--- config.mk ---
export PLATFORM = sky130hd
export DESIGN_NAME = cistercian_scan_driver
export DESIGN_NICKNAME = d
export VERILOG_FILES = /design/src/rtl/cistercian_pkg.sv /design/src/rtl/cistercian_stroke_lut.sv /design/src/rtl/cistercian_scan_driver.sv
export SDC_FILE = /design/constraint.sdc
export NUM_CORES = 1
export LEC_CHECK = 0
export ABC_AREA = 1
export BUFFER_PORTS_ARGS = -buffer_cell sky130_fd_sc_hd__buf_2
export CORE_ASPECT_RATIO = 1.1
export CORE_MARGIN = 2
export CORE_UTILIZATION = 25
export CTS_BUF_LIST = sky130_fd_sc_hd__clkbuf_4
export CTS_CLUSTER_SIZE = 14
export DETAILED_ROUTE_END_ITERATION = 7
export MAX_ROUTING_LAYER = met4
export PLACE_DENSITY_LB_ADDON = 0.08
export SETUP_SLACK_MARGIN = 0.4
export SLEW_MARGIN = 20
export SYNTH_ARGS = -nofsm -noshare
export SYNTH_HDL_FRONTEND = slang
export SYNTH_SLANG_ARGS = --single-unit
--- constraint.sdc ---
create_clock -name clk -period 1.95 [get_ports clk]
set_input_delay 0.0975 -clock clk [delete_from_list [all_inputs] [get_ports clk]]
set_output_delay 0.0975 -clock clk [all_outputs]
set_load 0.005 [all_outputs]
--- src/rtl/cistercian_pkg.sv ---
// Shared stroke constants and value-to-stroke map for Cistercian glyph drivers.
// Pure definitions: no latency or backpressure of its own.
package cistercian_pkg;

    localparam int SEG_W = 5;

    // Bit positions of each stroke within the {U,V,W,X,Y} bus.
    localparam int STROKE_U = 4;
    localparam int STROKE_V = 3;
    localparam int STROKE_W = 2;
    localparam int STROKE_X = 1;
    localparam int STROKE_Y = 0;

    function automatic logic [SEG_W-1:0] stroke_map(input logic [3:0] val);
        logic [SEG_W-1:0] s;
        s = '0;
        case (val)
            4'd0:  s = 5'b00000;
            4'd1:  s = 5'b10000;
            4'd2:  s = 5'b01000;
            4'd3:  s = 5'b00100;
            4'd4:  s = 5'b00010;
            4'd5:  s = 5'b10010;
            4'd6:  s = 5'b00001;
            4'd7:  s = 5'b10001;
            4'd8:  s = 5'b01001;
            4'd9:  s = 5'b11001;
            4'd10: s = 5'b11110;
            4'd11: s = 5'b10011;
            4'd12: s = 5'b11101;
            4'd13: s = 5'b11011;
            4'd14: s = 5'b10111;
            4'd15: s = 5'b01111;
        endcase
        return s;
    endfunction

endpackage

--- src/rtl/cistercian_stroke_lut.sv ---
// Combinational 4-bit digit value to {U,V,W,X,Y} stroke pattern.
// Zero latency; no backpressure.
module cistercian_stroke_lut
    import cistercian_pkg::*;
(
    input  logic [3:0]       i_val,
    output logic [SEG_W-1:0] o_seg
);

    assign o_seg = stroke_map(i_val);

endmodule

--- src/rtl/cistercian_scan_driver.sv ---
// Scans DIGITS Cistercian glyphs over one shared stroke bus with frame-aligned commit.
// Pins lag scan state by one cycle; writes and commits are always accepted (no backpressure).
module cistercian_scan_driver
    import cistercian_pkg::*;
#(
    parameter int DIGITS       = 4,
    parameter int DIV          = 16,
    parameter int BLINK_FRAMES = 32
) (
    input  logic                      clk,
    input  logic                      rst,
    input  logic                      wr_en,
    input  logic [$clog2(DIGITS)-1:0] wr_idx,
    input  logic [3:0]                wr_data,
    input  logic                      commit,
    input  logic                      lamp_test,
    input  logic                      blank,
    input  logic [DIGITS-1:0]         blink_mask,
    input  logic                      seg_active_high,
    input  logic                      dig_active_high,
    output logic [SEG_W-1:0]          seg,
    output logic [DIGITS-1:0]         dig,
    output logic                      frame_start,
    output logic                      commit_pending
);

    localparam int SW = $clog2(DIGITS);
    localparam int PW = $clog2(DIV);
    localparam int FW = $clog2(BLINK_FRAMES + 1);
    localparam logic [PW-1:0] PRE_LAST  = PW'(DIV - 1);
    localparam logic [SW-1:0] SLOT_LAST = SW'(DIGITS - 1);
    localparam logic [FW-1:0] FRM_LAST  = FW'(BLINK_FRAMES - 1);

    logic [PW-1:0]    r_pre;
    logic [SW-1:0]    r_slot;
    logic [FW-1:0]    r_frm;
    logic             r_blink_phase;
    logic [3:0]       r_shadow [DIGITS];
    logic [3:0]       r_active [DIGITS];

    logic             w_pre_wrap;
    logic             w_boundary;
    logic [3:0]       w_cur_val;
    logic [SEG_W-1:0] w_map;
    logic [SEG_W-1:0] w_seg_log;
    logic [DIGITS-1:0] w_dig_log;

    assign w_pre_wrap = (r_pre == PRE_LAST);
    assign w_boundary = w_pre_wrap && (r_slot == SLOT_LAST);
    assign w_cur_val  = r_active[r_slot];

    cistercian_stroke_lut u_lut (
        .i_val (w_cur_val),
        .o_seg (w_map)
    );

    always_comb begin
        w_seg_log = w_map;
        if (blank)
            w_seg_log = '0;
        else if (lamp_test)
            w_seg_log = '1;
        else if (blink_mask[r_slot] && r_blink_phase)
            w_seg_log = '0;
    end

    // First cycle of every slot is a blank gap so the previous glyph cannot ghost.
    assign w_dig_log = (r_pre == '0) ? '0 : (DIGITS'(1) << r_slot);

    always_ff @(posedge clk) begin
        if (rst) begin
            r_pre          <= '0;
            r_slot         <= '0;
            r_frm          <= '0;
            r_blink_phase  <= 1'b0;
            commit_pending <= 1'b0;
            for (int i = 0; i < DIGITS; i++) begin
                r_shadow[i] <= '0;
                r_active[i] <= '0;
            end
            seg         <= {SEG_W{~seg_active_high}};
            dig         <= {DIGITS{~dig_active_high}};
            frame_start <= 1'b0;
        end else begin
            r_pre <= w_pre_wrap ? '0 : r_pre + 1'b1;
            if (w_pre_wrap)
                r_slot <= (r_slot == SLOT_LAST) ? '0 : r_slot + 1'b1;

            // A commit arriving on the boundary itself is applied immediately.
            if (w_boundary) begin
                if (commit_pending || commit) begin
                    for (int i = 0; i < DIGITS; i++)
                        r_active[i] <= r_shadow[i];
                end
                commit_pending <= 1'b0;
                if (r_frm == FRM_LAST) begin
                    r_frm         <= '0;
                    r_blink_phase <= ~r_blink_phase;
                end else begin
                    r_frm <= r_frm + 1'b1;
                end
            end else if (commit) begin
                commit_pending <= 1'b1;
            end

            if (wr_en && (int'(wr_idx) < DIGITS))
                r_shadow[wr_idx] <= wr_data;

            seg         <= w_seg_log ^ {SEG_W{~seg_active_high}};
            dig         <= w_dig_log ^ {DIGITS{~dig_active_high}};
            frame_start <= (r_pre == '0) && (r_slot == '0);
        end
    end

endmodule
==> key figures <==
Global routing
  • Grt total ovfl: 0
  • Vias in the first global route: 1,979
  • First-pass GRT wire length: a little over 9000 um
  • Largest net degree at the start of global routing: 21
  • Initial antenna violation count: 0
  • Global Route Usage Sum: 10.5%

Layout
  • Layout cells sized above 1: 26.1%
  • Antenna diodes: 0
  • Area grow syn2layout: 25.0%
  • Final Net Count: 400
  • Finished Core Util: 31.6%
  • Cell area after layout: 3420 um^2

STA
  • RSZ-0062 raised after global routing: yes
  • Rel. slew slack: 67.7%
  • Setup TNS: 0 ps
  • Count of final setup violators: 0
  • Min Tclk post-route: about 1500 ps
  • Fmax: 676 MHz
  • Final Hold Vio Count: 0
  • Worst setup margin: 471 ps
  • Fin crit share: 75.8%
  • Pins Over Slew Limit: 0
  • Slew @ Worst Pin: 483 ps
  • Layout Skew: 17.1 ps

Synth
  • Yosys cell types: 25
  • Most frequent cells after synthesis: nand2_1, nor2_1, inv_1, edfxtp_1, dfxtp_1
  • Top-count cell post-synth: nand2_1
  • Synthesized area per cell: 8.34 um^2
  • Most common flop cell mapped by yosys: edfxtp_1
  • Largest cells by area after synthesis: edfxtp_1, dfxtp_1, nand2_1
  • Yosys warning count: 0
  • Yosys top cell area share: 35.1%
  • Post-Synthesis Net Count: 353
  • Fraction of registers with async set or reset after synthesis: 0%
  • Number of flops mapped to enable cells by yosys: 32
  • Mapped Cells: 328
  • Sequential area share after synthesis: a little over half
  • Cell Area, Synth: 2740 um^2
  • Flops & latches, synth: between 50 and 60
  • Leading area contributor after synthesis: edfxtp_1

Drt
  • Drt pass-1 iters: 4
  • Starting DRT DRC Count: 60
  • Via/cell ratio: 3.97
  • Vias: 2,094
  • Routed Antenna Nets: 0
  • Total Wirelength: 5600 um
  • Routed WL per cell: ~11 um
  • DRC errors left: 0

Hold path
  • Hold EP: r_shadow[1][2]$_SDFFCE_PN0P_
  • Hold Path Class: input pin to flip-flop
  • Worst Hold Depth: 3
  • Hold_sp: wr_data[2]

Clock network
  • CTS Buf Count: 9
  • Clock root cell: clkbuf_4
  • Clk slew on worst S/H paths: 100 ps
  • Worst skew pair latency: 400 ps
  • Clk sinks: 58
  • CTS Buffer Depth: 2
  • H-Tree Level Count: 3
  • CTS tree: done

Placed design
  • Gp weighted congestion: 0.734
  • DPL Wire Length: 3950 um
  • Port bufs: 28
  • Placed cell areas: ~3000 um^2
  • Post-placement setup slack: 186 ps

Floorplan
  • Die Wd: just over 100 um
  • Core Area: 10,800 um^2
  • Full die area: between 10,000 and 15,000 um^2
  • Die Y-Extent: 114 um
  • Initial Util: roughly a quarter
  • IO Count: 29
  • Std-Cell Rows: 40

Setup path
  • CP endpoint kind: flip-flop
  • R2R cell count: 11
  • Crit path kind: flip-flop to flip-flop
  • Worst R2R End: seg[1]$_DFF_P_
  • Critical path launch point type: flip-flop
  • R2R Setup Slk: about 470 ps
  • Critical Path RT: around 2300 ps
  • CP arrival: 1780 ps
  • Critical path fanouts, max: 6

Power and ir drop
  • Power per cell area: 700 nW/um^2
  • LEAKAGE: 1.54 nW
  • Final Power: 2.39 mW
  • VDD IR-drop max: 0.215 mV

Outcome
  • Status: complete, no violations

Run
  • Max_cap viols: 0
stage by stage:
step	hold WS, ps	std cells
2_1_floorplan	170	328
3_3_place_gp	313	499
3_5_place_dp	312	499
4_1_cts	27.2	521
5_1_grt	38.2	527
6_report	53.6	527
power by group:
| group | switching (mW) | leakage, nW | internal (mW) |
|---|---|---|---|
| Clock | 0.420 | 0.0710 | 0.404 |
| Sequential | 0.0196 | 0.537 | 1.35 |
| Combinational | 0.126 | 0.935 | 0.0804 |
| Total | 0.565 | 1.54 | 1.83 |
worst max path at each step:
| stage | slack, ps | depth (start not counted) | from | endpoint |
|---|---|---|---|---|
| 6_report | 470 | 11 | flip-flop | seg[1]$_DFF_P_ |
| 5_1_grt | 320 | 13 | flip-flop | seg[4]$_DFF_P_ |
| 4_1_cts | 410 | 13 | flip-flop | seg[4]$_DFF_P_ |
| 3_5_place_dp | 190 | 7 | r_pre[0]$_SDFF_PP0_ | r_active[0][1]$_SDFFCE_PN0P_ |
| 3_3_place_gp | 200 | 7 | r_pre[0]$_SDFF_PP0_ | r_active[0][1]$_SDFFCE_PN0P_ |
| 2_1_floorplan | 430 | 7 | r_pre[0]$_SDFF_PP0_ | r_active[0][0]$_SDFFCE_PN0P_ |
layout by cell type (no fill, tap or decap), types with 7 or more instances in the layout:
cell type / n
nand3_2: 7
clkbuf_4: 11
nand3_1: 16
buf_2: 28
nand2_4: 7
dfxtp_1: 21
edfxtp_1: 32
inv_1: 47
a21oi_1: 7
nor2_1: 48
nand2_1: 77
nand2_2: 16
xor2_1: 7
what timing repair did:
action                                  in CTS  in global routing
endpoints found under the hold margin        9                  0
gates resized for setup                      9                 41
setup buffers                                1                  6
hold buffers                                 4                  0
gates cloned                                 1                  0
endpoints found under the setup margin      38                 46
pin swaps                                    1                 21
sequential cells by signal, indices dropped and copies added (netlist names), named ones only:
name and count:
dig 4, r_pre 4, commit_pending 1, frame_start 1
r_shadow 16, r_frm 6, r_active 16, r_blink_phase 1
seg 5, r_slot 2
worst max-delay path, stage by stage, from the launching register on:
cell	delay, ps
dfxtp_4	410
buf_6	140
nand2_1	60
nand3_2	70
nand2_4	70
buf_4	140
nor2_2	110
a21oi_2	70
o21ai_2	150
nand2_1	60
nand2_1	80
nand2_1	40
logic make-up (layout without fill, tap and decap cells):
group,Yosys count,after routing,synth area share [%]
and+or+nand+nor,183,184,28.5
DFF,58,58,54.1
buffers and inverters,55,106,8.41
AOI/OAI and AO/OA,17,17,3.20
xor gates and xnor gates,8,8,2.56
adders and majority gates,7,7,3.20
routing by layer:
| layer | track usage, % | wire length, um | share of wire (%) |
|---|---|---|---|
| met1 | 12.1 | 2550 | 46 |
| met2 | 16.5 | 2730 | 49 |
| met3 | 2.97 | 175 | 3.1 |
| met4 | 5.95 | 145 | 2.6 |
| met5 | - | 0 | 0 |
area by class of cell:
| class | instances | area [um^2] |
|---|---|---|
| clock buffer | 11 | 82.6 |
| clock inverter | 5 | 45.0 |
| fill | 1193 | 7390 |
| inverter | 50 | 198 |
| multi-input combinational | 216 | 1170 |
| sequential | 58 | 1490 |
| tap | 147 | 184 |
| timing repair buffer | 40 | 248 |
No activity file was read; power rests on OpenSTA's default activity.
